## src/rtl/systolic_ctrl.sv

```systemverilog
// Sequencer for an N x N systolic array: clears the accumulators, streams
// operand addresses, skews the PE enables, waits out the drain and signals completion.
// Optional busy-cycle counter enabled by defining SYSTOLIC_CTRL_PERF_EN.
module systolic_ctrl #(
    parameter int unsigned N    = 4,
    parameter int unsigned PIPE = 2,
    parameter int unsigned KW   = 8
) (
    input  logic          clk,
    input  logic          rst_n,
    input  logic          start,
    input  logic          abort,
    input  logic [KW-1:0] k_len,
    output logic [KW-1:0] feed_addr,
    output logic          feed_vld,
    output logic [N-1:0]  lane_en,
    output logic          acc_clr,
    output logic          cap,
    output logic          busy,
    output logic          done,
    output logic [15:0]   perf_cycles
);

    localparam int unsigned DRAIN_LEN = 2 * N - 2 + PIPE;
    localparam int unsigned DW        = (DRAIN_LEN > 2) ? $clog2(DRAIN_LEN) : 1;

    typedef enum logic [2:0] {
        IDLE  = 3'd0,
        CLEAR = 3'd1,
        FEED  = 3'd2,
        DRAIN = 3'd3,
        DONE  = 3'd4
    } state_t;

    state_t          state;
    state_t          state_nxt;
    logic [KW-1:0]   k_reg;
    logic [KW-1:0]   k_nxt;
    logic [KW-1:0]   addr_nxt;
    logic [DW-1:0]   drain_cnt;
    logic [DW-1:0]   drain_nxt;
    logic            kill;
    logic            acc_clr_nxt;
    logic            feed_vld_nxt;
    logic            busy_nxt;
    logic            done_nxt;
    logic            cap_nxt;
    logic [N-1:0]    lane_nxt;

    // State register
    always_ff @(posedge clk or negedge rst_n) begin
        if (!rst_n) begin
            state <= IDLE;
        end else begin
            state <= state_nxt;
        end
    end

    // Next-state and next-output decode
    always_comb begin
        state_nxt = state;
        k_nxt     = k_reg;
        addr_nxt  = '0;
        drain_nxt = '0;
        kill      = abort && (state != IDLE);

        case (state)
            IDLE: begin
                if (start && !abort) begin
                    if (k_len != '0) begin
                        state_nxt = CLEAR;
                        k_nxt     = k_len;
                    end else begin
                        state_nxt = DONE;
                    end
                end
            end
            CLEAR: state_nxt = FEED;
            FEED: begin
                // Terminal compare on k-1 keeps a full-scale k_len from wrapping the address
                if (feed_addr == k_reg - KW'(1)) begin
                    state_nxt = DRAIN;
                end else begin
                    addr_nxt = feed_addr + KW'(1);
                end
            end
            DRAIN: begin
                if (drain_cnt == DW'(DRAIN_LEN - 1)) begin
                    state_nxt = DONE;
                end else begin
                    drain_nxt = drain_cnt + DW'(1);
                end
            end
            DONE:    state_nxt = IDLE;
            default: state_nxt = IDLE;
        endcase

        if (kill) begin
            state_nxt = IDLE;
        end

        if (state_nxt != FEED) begin
            addr_nxt = '0;
        end
        if (state_nxt != DRAIN) begin
            drain_nxt = '0;
        end

        acc_clr_nxt  = (state_nxt == CLEAR);
        feed_vld_nxt = (state_nxt == FEED);
        busy_nxt     = (state_nxt != IDLE);
        done_nxt     = (state_nxt == DONE);
        cap_nxt      = (state == DRAIN) && (state_nxt == DONE);
        lane_nxt     = kill ? '0 : N'({lane_en, feed_vld});
    end

    // Registered outputs and datapath counters
    always_ff @(posedge clk or negedge rst_n) begin
        if (!rst_n) begin
            k_reg     <= '0;
            drain_cnt <= '0;
            feed_addr <= '0;
            feed_vld  <= 1'b0;
            lane_en   <= '0;
            acc_clr   <= 1'b0;
            cap       <= 1'b0;
            busy      <= 1'b0;
            done      <= 1'b0;
        end else begin
            k_reg     <= k_nxt;
            drain_cnt <= drain_nxt;
            feed_addr <= addr_nxt;
            feed_vld  <= feed_vld_nxt;
            lane_en   <= lane_nxt;
            acc_clr   <= acc_clr_nxt;
            cap       <= cap_nxt;
            busy      <= busy_nxt;
            done      <= done_nxt;
        end
    end

`ifdef SYSTOLIC_CTRL_PERF_EN
    logic [15:0] perf_cnt;
    logic [15:0] perf_inc;

    // First busy cycle counts as 1; saturate rather than wrap on very long jobs
    always_comb begin
        perf_inc = 16'd1;
        if (state != IDLE) begin
            perf_inc = (perf_cnt == 16'hFFFF) ? perf_cnt : perf_cnt + 16'd1;
        end
    end

    // An aborted job never reaches DONE, so perf_cycles keeps the previous result
    always_ff @(posedge clk or negedge rst_n) begin
        if (!rst_n) begin
            perf_cnt    <= '0;
            perf_cycles <= '0;
        end else begin
            if (state_nxt != IDLE) begin
                perf_cnt <= perf_inc;
            end
            if (state_nxt == DONE) begin
                perf_cycles <= perf_inc;
            end
        end
    end
`else
    assign perf_cycles = 16'd0;
`endif

endmodule

```

## config.mk

```make
export PLATFORM = sky130hd
export DESIGN_NAME = systolic_ctrl
export DESIGN_NICKNAME = d
export VERILOG_FILES = /design/src/rtl/systolic_ctrl.sv
export SDC_FILE = /design/constraint.sdc
export NUM_CORES = 1
export LEC_CHECK = 0
export CAP_MARGIN = 20
export CORE_MARGIN = 1
export CORE_UTILIZATION = 37
export CTS_CLUSTER_DIAMETER = 50
export DETAILED_ROUTE_END_ITERATION = 12
export GPL_TIMING_DRIVEN = 0
export PLACE_DENSITY = 0.62
export SYNTH_ARGS = -nofsm -noshare
export SYNTH_HDL_FRONTEND = slang
export SYNTH_SLANG_ARGS = --single-unit
```

## constraint.sdc

```tcl
create_clock -name clk -period 2.72 [get_ports clk]
set_clock_uncertainty 0.2 [all_clocks]
set_input_delay 0.272 -clock clk [delete_from_list [all_inputs] [get_ports clk]]
set_output_delay 0.272 -clock clk [all_outputs]
set_load 0.05 [all_outputs]
```

== After elaboration in Yosys (flattened, before gate mapping) ==
Index checks and enable logic that the tools add are counted.

* Register bits after elaboration: 31
* Bits in latches: 0
* Bits in writable memories: 0
* ROM bits: 0
* Input port bits: 12
* Output and inout port bits: 33
* Logic and storage cells: 45
* Memories: 0

* Add/subtract/negate cells: 3
* $mul: 0
* Div/mod/pow operators: 0
* Magnitude comparators: 0
* Equality and inequality tests: 10
* Shift operators: 0
* Muxes and demuxes: 13
* Bitwise logic cells: 0
* Reductions and logical operators: 9

{| class="wikitable"
|+ Operators with widths
! kind !! count
|-
| $mux 3 || 8
|-
| $mux 8 || 3
|-
| $pmux 3 s4 || 1
|-
| $eq 3x2->1 const B || 3
|-
| $add 8x1->8 const B || 1
|-
| $eq 8x8->1 || 1
|-
| $reduce_bool 8->1 || 1
|-
| $sub 8x1->8 const B || 1
|-
| $eq 3x1->1 const B || 2
|-
| $eq 3x3->1 const B || 2
|-
| $ne 3x2->1 const B || 2
|-
| $reduce_bool 3->1 || 2
|-
| $mux 4 || 1
|-
| $add 3x1->3 const B || 1
|-
| $logic_and 1x1->1 || 3
|-
| $logic_not 3->1 || 1
|-
| $reduce_and 3->1 || 1
|-
| $logic_not 1->1 || 1
|}

== Longest topological paths before layout ==
Gate-level depths: netlist of run 1.

* Depth in word-level cells: 7
* Mapped depth: 7
* Mapped depth without buffers: 7

== Least setup slack after synthesis of run 1 ==
Ideal clock, no wire load.

* Path kind: register to register
* From: register k_reg[0]
* To: register feed_vld
* Setup time: 0.140 ns
* Arrival: 1.839 ns
* Required time: 2.380 ns
* Path slack: 0.540 ns
* Stages on the path, launching flop included: 8
* Path buffers: 0
* Period minus slack after synthesis: 2.180 ns
* Cell sequence: dfrtp_1 inv_1 ha_1 nor2b_1 or3_1 a31o_1 nor4_4 a211oi_2

* Word-level cells in the longest chain between the ends: 6

{| class="wikitable"
|+ RTL lines
! element !! RTL line !! source
|-
| from (decl) || 37 || <nowiki>logic [KW-1:0] k_reg;</nowiki>
|-
| from (signal assigned) || 130 || <nowiki>k_reg <= k_nxt;</nowiki>
|-
| $sub 8x1->8 || 81 || <nowiki>if (feed_addr == k_reg - KW'(1)) begin</nowiki>
|-
| $eq 8x8->1 || 81 ||
|-
| $mux 3 || 81 ||
|-
| $pmux 3 s4 || 67 || <nowiki>case (state)</nowiki>
|-
| $mux 3 || 98 || <nowiki>if (kill) begin</nowiki>
|-
| $eq 3x2->1 || 110 || <nowiki>feed_vld_nxt = (state_nxt == FEED);</nowiki>
|-
| named net feed_vld_nxt || 44 || <nowiki>logic feed_vld_nxt;</nowiki>
|-
| to (signal assigned) || 133 || <nowiki>feed_vld <= feed_vld_nxt;</nowiki>
|-
| to (decl) || 15 || <nowiki>output logic feed_vld,</nowiki>
|}

The timed path passes the listed nets, and every way through them passes these cells.
A chain may end at the register's enable or synchronous reset.

== Worst setup path in the final report of run 1 ==
Same ends and word-level chain as after synthesis.

==> impl_metrics.json, run 1 <==
{
  "crit_arrival_ps": 2410,
  "cts-root-buf": "clkbuf_8",
  "antenna_found_initial": 0,
  "ys_seq_elements": 31,
  "ys_seq_area_frac": 0.469,
  "synth_area_sq_um": 1650,
  "vias": 1242,
  "clock-sinks": 31,
  "fin_nets": 223,
  "grt_util_all_layers": 0.166,
  "crit_path_end_kind": "register",
  "synth.distinct_cells": 34,
  "hold_buffers": 0,
  "worstSetupPathType": "register to register",
  "dpl_cell_area_sq_um": 2080,
  "power.internal_uw": 860,
  "dieArea_sq_um": 4740,
  "relSlewSlack": 0.407,
  "rsz0062_at_grt": "no",
  "outcome": "finished clean",
  "dp_hpwl_um": 2520,
  "post_cts_buffers": 0,
  "drc": 0,
  "p_per_area_nw_per_um2": 599,
  "firstDrtPassIters": 4,
  "wirelength_um": 3410,
  "wl_per_cell_um": 13.3,
  "grt_first_pass_wirelength_um": 5560,
  "setup_viol": 0,
  "worstSkewPairLatency_ps": 280,
  "pwr-share-comb": 0.285,
  "synth.most_common_cell": "dfrtp_1",
  "vdd_drop_max_mv": 0.276,
  "clkTransAtPathRegs_ps": 60,
  "finalMaxSlewViolations": 0,
  "cp-start-kind": "register",
  "hold_viol": 0,
  "synth.largest_area_cell": "dfrtp_1",
  "switching_share": 0.337,
  "cts_max_level": 2,
  "fillers": 385,
  "p_sw_uw": 437,
  "clock_path_buffers": 2,
  "io_pins": 45,
  "diodes": 0,
  "grt_overflow": 0,
  "gp_congestion": 0.775,
  "synth_top_area_share": 0.469,
  "drtAntennaViolNets": 0,
  "synth_common_cells": "dfrtp_1 (31), buf_4 (16), nor2_1 (12), nand2_1 (10), mux2_2 (8)",
  "areaGrowthSynthToFinish_pct": 31.1,
  "period_share": 0.906,
  "synth_async_sr_flop_share": 1.00,
  "via_per_inst": 4.83,
  "rows": 23,
  "period_needed_ps": 2460,
  "cellLeakagePower_uw": 0.00108,
  "core_sq_um": 4140,
  "postCtsResizedCells": 0,
  "syn_area_per_cell_sq_um": 10.6,
  "cp_max_fo": 9,
  "numPortBuffers": 28,
  "cap_violations": 0,
  "fmax_ghz": 0.406,
  "synth_warnings": 0,
  "hold_path.class": "register to register",
  "synth_enable_flop_cells": 0,
  "die_w_um": 68.8,
  "cts_tree": "built",
  "ys.flop_type": "dfrtp_1",
  "stdcell_area_sq_um": 2170,
  "grt_pass1_vias": 1233,
  "setup-tns-final_ps": 0,
  "pwr-share-seq": 0.433,
  "yosys-top-cells-area": "dfrtp_1 (47%), buf_4 (7.3%), mux2_2 (5.5%)",
  "reg2reg_setup_slack_ps": 260,
  "drive_gt1_frac": 0.198,
  "die_h_um": 68.8,
  "drt_iter0_drc": 54,
  "worst_slew_pin_slew_ps": 887,
  "worstPathRequired_ps": 2660,
  "grt_start_max_net_pins": 17,
  "power.share.clock": 0.281,
  "cts_buffers": 5,
  "synthCells": 156,
  "initial_core_util": 0.399
}
layer usage:
layer	track usage	vias up	part of all wire
met4	0.0842	0	0.014
met5	0	-	0
met2	0.281	37	0.49
met3	0.0395	5	0.046
met1	0.195	591	0.45
li1	-	609	-
power by group through the flow:
stage	registers, uW	logic [uW]	clock network (uW)
after global placement	568	355	0
after CTS	562	373	377
after floorplan	601	238	0
after detailed placement	571	372	0
after global routing	570	404	396
final	562	370	365
critical path, stage by stage (launching register included):
cell and delay, ps:
dfrtp_1 410, inv_1 60, ha_1 220, nor2b_1 170
or3_1 350, a31o_1 250, nor4_4 520, a211oi_2 140
placed cells by master, fill, tap and decap left out, drive strengths merged, types with 2 or more instances in the layout:
cell and instances:
clkdlybuf4s50 28, xnor2 7, mux2 8, and2 4, nor3b 3, nand2 10, clkbuf 6, nand3 7
inv 7, or4 3, or2 2, nor4 4, xor2 7, a21oi 3, a31oi 2, o21ai 4
dfrtp 31, nor3 3, nor2 12, ha 4, and3 7, nor2b 2, conb 16, buf 18
per-stage QoR:
| stage | power [uW] | hold WS (ps) | worst slack [ps] | utilization | cells |
|---|---|---|---|---|---|
| floorplan | 838 | -224 | 540 | - | 171 |
| global placement | 923 | 236 | 272 | 0.495 | 249 |
| detailed placement | 942 | 255 | 233 | 0.502 | 250 |
| CTS | 1310 | 264 | 236 | 0.523 | 257 |
| global route | 1370 | 281 | 118 | 0.523 | 257 |
| finish | 1300 | 257 | 257 | 0.523 | 257 |
path summary, 6_finish.rpt:
kind                                   start           end  cells past startpoint
worst max-delay path                k_reg[0]      feed_vld                      7
worst min-delay path            drain_cnt[0]  drain_cnt[0]                      1
worst max register to register      k_reg[0]      feed_vld                      7
worst min register to register  drain_cnt[0]  drain_cnt[0]                      1
max in group asynchronous              rst_n      k_reg[5]                      2
min in group asynchronous              rst_n      state[0]                      1
area by class of cell:
| cell class | instances | area (sq um) | share of cell area |
|---|---|---|---|
| inverter | 7 | 26.3 | 0.0121 |
| timing repair buffer | 29 | 308 | 0.142 |
| tap | 50 | 62.6 | 0.0289 |
| clock buffer | 6 | 82.6 | 0.0381 |
| multi-input combinational | 116 | 776 | 0.358 |
| buffer | 17 | 131 | 0.0606 |
| sequential | 31 | 776 | 0.358 |
| clock inverter | 1 | 5.00 | 0.00231 |
kinds of logic (layout without fill, tap and decap cells):
| family | after synthesis | after routing | synth area share |
|---|---|---|---|
| multiplexers | 8 | 8 | 0.0545 |
| flip-flops | 31 | 31 | 0.469 |
| AO/OA/AOI/OAI | 13 | 13 | 0.0606 |
| AND/OR/NAND/NOR | 61 | 61 | 0.213 |
| other | 1 | 16 | 0.00227 |
| XOR/XNOR | 14 | 14 | 0.0742 |
| adder cells (fa/ha/maj) | 4 | 4 | 0.0303 |
| buffers and inverters | 24 | 60 | 0.0954 |
Note: power is estimated with default switching activity, not from simulation.
==> run 2, diff against run 1 <==
--- a/config.mk
+++ b/config.mk
@@ -11,7 +11,6 @@
 export CTS_CLUSTER_DIAMETER = 50
 export DETAILED_ROUTE_END_ITERATION = 12
 export GPL_TIMING_DRIVEN = 0
-export PLACE_DENSITY = 0.62
 export SYNTH_ARGS = -nofsm -noshare
 export SYNTH_HDL_FRONTEND = slang
 export SYNTH_SLANG_ARGS = --single-unit
==> impl_metrics.json, run 2 (synthesis gave the netlist of run 1 again) <==
{
  "firstDrtPassIters": 4,
  "cts-root-buf": "clkbuf_8",
  "cts_tree": "built",
  "drive_gt1_frac": 0.202,
  "wl_per_cell_um": 12.9,
  "finalMaxSlewViolations": 0,
  "vdd_drop_max_mv": 0.318,
  "core_sq_um": 4140,
  "die_w_um": 68.8,
  "io_pins": 45,
  "numPortBuffers": 28,
  "fmax_ghz": 0.409,
  "period_needed_ps": 2450,
  "stdcell_area_sq_um": 2200,
  "drc": 0,
  "max_stage_delay_ps": 510,
  "drt_iter0_drc": 52,
  "grt_start_max_net_pins": 17,
  "drtAntennaViolNets": 0,
  "period_share": 0.900,
  "worstPathRequired_ps": 2670,
  "reg2reg_setup_slack_ps": 270,
  "worstSetupPathType": "register to register",
  "initial_core_util": 0.399,
  "antenna_found_initial": 0,
  "grt_first_pass_wirelength_um": 5440,
  "cap_violations": 0,
  "dieArea_sq_um": 4740,
  "p_per_area_nw_per_um2": 638,
  "fillers": 367,
  "cellLeakagePower_uw": 0.00110,
  "relSlewSlack": 0.454,
  "hold_buffers": 0,
  "postCtsResizedCells": 0,
  "setup-tns-final_ps": 0,
  "areaGrowthSynthToFinish_pct": 32.9,
  "cts_buffers": 5,
  "rsz0062_at_grt": "no",
  "rows": 23,
  "clock_path_buffers": 2,
  "dp_hpwl_um": 2550,
  "vias": 1232,
  "gp_congestion": 0.837,
  "crit_path_end_kind": "register",
  "via_per_inst": 4.78,
  "layout_common_cells": "dfrtp_1 (31), clkdlybuf4s50_1 (28), buf_4 (16), conb_1 (16), nor2_1 (12)",
  "setup_viol": 0,
  "hold_viol": 0,
  "crit_path_top_delay_cell": "nor4_4",
  "crit_chain": "inv_1 > ha_1 > nor2b_1 > or3_1 > a31o_1 > nor4_4 > a211oi_2",
  "grt_use_met2": 0.267,
  "met1_usage": 0.188,
  "final_common_cell": "dfrtp_1",
  "post_cts_buffers": 0,
  "cp-start-kind": "register",
  "clock-sinks": 31,
  "crit_arrival_ps": 2400,
  "die_h_um": 68.8,
  "grt_overflow": 0,
  "outcome": "finished clean",
  "fin_nets": 223,
  "grt_util_all_layers": 0.164,
  "worstSkewPairLatency_ps": 290,
  "grt_pass1_vias": 1216,
  "cp_max_fo": 9,
  "wirelength_um": 3320,
  "top_usage_layer": "met2",
  "use_met3": 0.0625,
  "hold_path.class": "input pin to asynchronous set/reset pin",
  "dpl_cell_area_sq_um": 2080,
  "cts_max_level": 2,
  "final_util": 0.530,
  "worst_slew_pin_slew_ps": 817,
  "clkTransAtPathRegs_ps": 70,
  "diodes": 0
}
-- run 2: report_power, final --
group          switching (uW)  internal [uW]
Sequential               49.1            510
Combinational             218            152
Clock                     176            296
Total                     443            958
-- run 2: worst max-delay path, delay by kind of cell (launching register included) --
| family | cells | cell delay (ps) |
|---|---|---|
| AOI/OAI and AO/OA | 2 | 410 |
| adders and majority gates | 1 | 210 |
| buffers and inverters | 1 | 60 |
| DFF | 1 | 390 |
| and+or+nand+nor | 3 | 1050 |
-- run 2: through the flow --
stage                     setup WS, ps  instances  hold WS, ps  total power, uW
after floorplan                    540        171         -224              838
after global placement             300        249          234              921
after detailed placement           250        250          247              939
after CTS                          241        258          257             1420
after global routing               146        258          275             1480
final                              272        258          248             1400
-- run 2: area by class of cell --
type / count / area [sq um] / share of cell area
Sequential cell: 31 / 776 / 0.353
Clock buffer: 6 / 82.6 / 0.0376
Clock inverter: 2 / 35.0 / 0.0159
Tap cell: 50 / 62.6 / 0.0285
Buffer: 17 / 131 / 0.0598
Multi-Input combinational cell: 116 / 776 / 0.353
Timing Repair Buffer: 29 / 308 / 0.140
Inverter: 7 / 26.3 / 0.0120
-- run 2: routing by layer --
metal	routed length, um	up-vias	part of all wire
li1	-	606	-
met1	1450	585	0.44
met2	1650	34	0.50
met3	169	7	0.051
met4	51	0	0.015
met5	0	-	0
-- run 2: path summary, 6_finish.rpt --
| path | start | depth (start not counted) | endpoint |
|---|---|---|---|
| worst max-delay path | k_reg[0] | 7 | feed_vld |
| worst min register to register | drain_cnt[0] | 1 | drain_cnt[0] |
| min in group clk | drain_cnt[0] | 1 | drain_cnt[0] |
| worst min-delay path | rst_n | 1 | lane_en[3] |
| worst max register to register | k_reg[0] | 7 | feed_vld |
| max in group asynchronous | rst_n | 2 | k_reg[1] |
==> run 3, diff against run 2 <==
--- a/config.mk
+++ b/config.mk
@@ -11,6 +11,7 @@
 export CTS_CLUSTER_DIAMETER = 50
 export DETAILED_ROUTE_END_ITERATION = 12
 export GPL_TIMING_DRIVEN = 0
+export MAX_ROUTING_LAYER = met4
 export SYNTH_ARGS = -nofsm -noshare
 export SYNTH_HDL_FRONTEND = slang
 export SYNTH_SLANG_ARGS = --single-unit
==> impl_metrics.json, run 3 (synthesis gave the netlist of run 1 again) <==
{
  "rows": 23,
  "areaGrowthSynthToFinish_pct": 32.9,
  "grt_first_pass_wirelength_um": 5440,
  "max_stage_delay_ps": 510,
  "vdd_drop_max_mv": 0.318,
  "die_w_um": 68.8,
  "wirelength_um": 3340,
  "via_per_inst": 4.76,
  "numPortBuffers": 28,
  "worstSetupPathType": "register to register",
  "drt_iter0_drc": 55,
  "cts_tree": "built",
  "hold_viol": 0,
  "r2r_start": "k_reg[0]",
  "dpl_cell_area_sq_um": 2080,
  "cts-root-buf": "clkbuf_8",
  "cts_max_level": 2,
  "die_h_um": 68.8,
  "worst_slew_pin_slew_ps": 817,
  "crit_start": "k_reg[0]",
  "cp-start-kind": "register",
  "wl_per_cell_um": 12.9,
  "setup_ws_ps": 274,
  "cts_buffers": 5,
  "vias": 1229,
  "pre_cts_ws_ps": 250,
  "grt_pass1_vias": 1218,
  "p_per_area_nw_per_um2": 638,
  "path_depth": 7,
  "io_pins": 45,
  "fmax_ghz": 0.409,
  "drc": 0,
  "antenna_found_initial": 0,
  "period_needed_ps": 2450,
  "hold_buffers": 0,
  "worstPathRequired_ps": 2670,
  "crit_arrival_ps": 2400,
  "stdcell_count": 258,
  "crit_buf_inv": 1,
  "worstSkewPairLatency_ps": 290,
  "final_common_cell": "dfrtp_1",
  "period_share": 0.899,
  "grt_overflow": 0,
  "cp_top_family": "simple AND/OR/NAND/NOR gates",
  "dp_hpwl_um": 2550,
  "r2r-end": "feed_vld",
  "clock-sinks": 31,
  "cp_max_fo": 9,
  "outcome": "finished clean",
  "firstDrtPassIters": 4,
  "dieArea_sq_um": 4740,
  "hold_path.class": "input pin to asynchronous set/reset pin",
  "stdcell_area_sq_um": 2200,
  "layout_common_cells": "dfrtp_1 (31), clkdlybuf4s50_1 (28), buf_4 (16), conb_1 (16), nor2_1 (12)",
  "crit_path_top_delay_cell": "nor4_4",
  "diodes": 0,
  "post_cts_buffers": 0,
  "drive_gt1_frac": 0.202,
  "endpoint": "feed_vld",
  "rsz0062_at_grt": "no",
  "setup-tns-final_ps": 0,
  "setup_viol": 0,
  "fin_nets": 223,
  "cap_violations": 0,
  "crit_path_end_kind": "register",
  "postCtsResizedCells": 0,
  "reg2reg_setup_slack_ps": 270,
  "placed_cells": 250,
  "cellLeakagePower_uw": 0.00110,
  "clock_path_buffers": 2,
  "core_sq_um": 4140,
  "finalMaxSlewViolations": 0,
  "reg2regPathDepth": 7,
  "drtAntennaViolNets": 0,
  "clkTransAtPathRegs_ps": 70,
  "relSlewSlack": 0.454,
  "grt_util_all_layers": 0.168,
  "grt_start_max_net_pins": 17,
  "crit_chain": "inv_1 > ha_1 > nor2b_1 > or3_1 > a31o_1 > nor4_4 > a211oi_2",
  "initial_core_util": 0.399,
  "gp_congestion": 0.850
}
[run 3: cell counts in the layout (fill, tap and decap cells not counted)]
No cell type changed its count.
[run 3: area by class of cell]
| class | count | area, sq um |
|---|---|---|
| Sequential cell | 31 | 776 |
| Timing Repair Buffer | 29 | 308 |
| Fill cell | 367 | 1950 |
| Clock inverter | 2 | 35.0 |
| Clock buffer | 6 | 82.6 |
| Multi-Input combinational cell | 116 | 776 |
| Tap cell | 50 | 62.6 |
| Buffer | 17 | 131 |
| Inverter | 7 | 26.3 |
[run 3: worst min-delay path by stage]
stage / cells after the start / startpoint / end
after floorplan: 0 / rst_n / acc_clr
after CTS: 1 / drain_cnt[0] / drain_cnt[0]
after global placement: 1 / drain_cnt[0] / drain_cnt[0]
after detailed placement: 1 / drain_cnt[0] / drain_cnt[0]
final: 1 / rst_n / lane_en[3]
after global routing: 1 / drain_cnt[0] / drain_cnt[0]
[run 3: per-layer routing]
layer	up-vias	GRT usage	wire length [um]
li1	606	-	-
met1	584	0.188	1460
met2	32	0.267	1660
met3	7	0.0625	169
met4	0	0.0791	51
met5	-	-	0
[run 3: power by group]
part / total (uW) / internal [uW] / switching [uW]
Clock: 473 / 296 / 176
Combinational: 370 / 152 / 218
Sequential: 559 / 510 / 49.2
[run 3: per-stage QoR]
step	total power (uW)	util	hold WS (ps)
floorplan	838	-	-224
global placement	921	0.495	234
detailed placement	939	0.502	247
CTS	1420	0.530	257
global route	1480	0.530	275
finish	1400	0.530	248
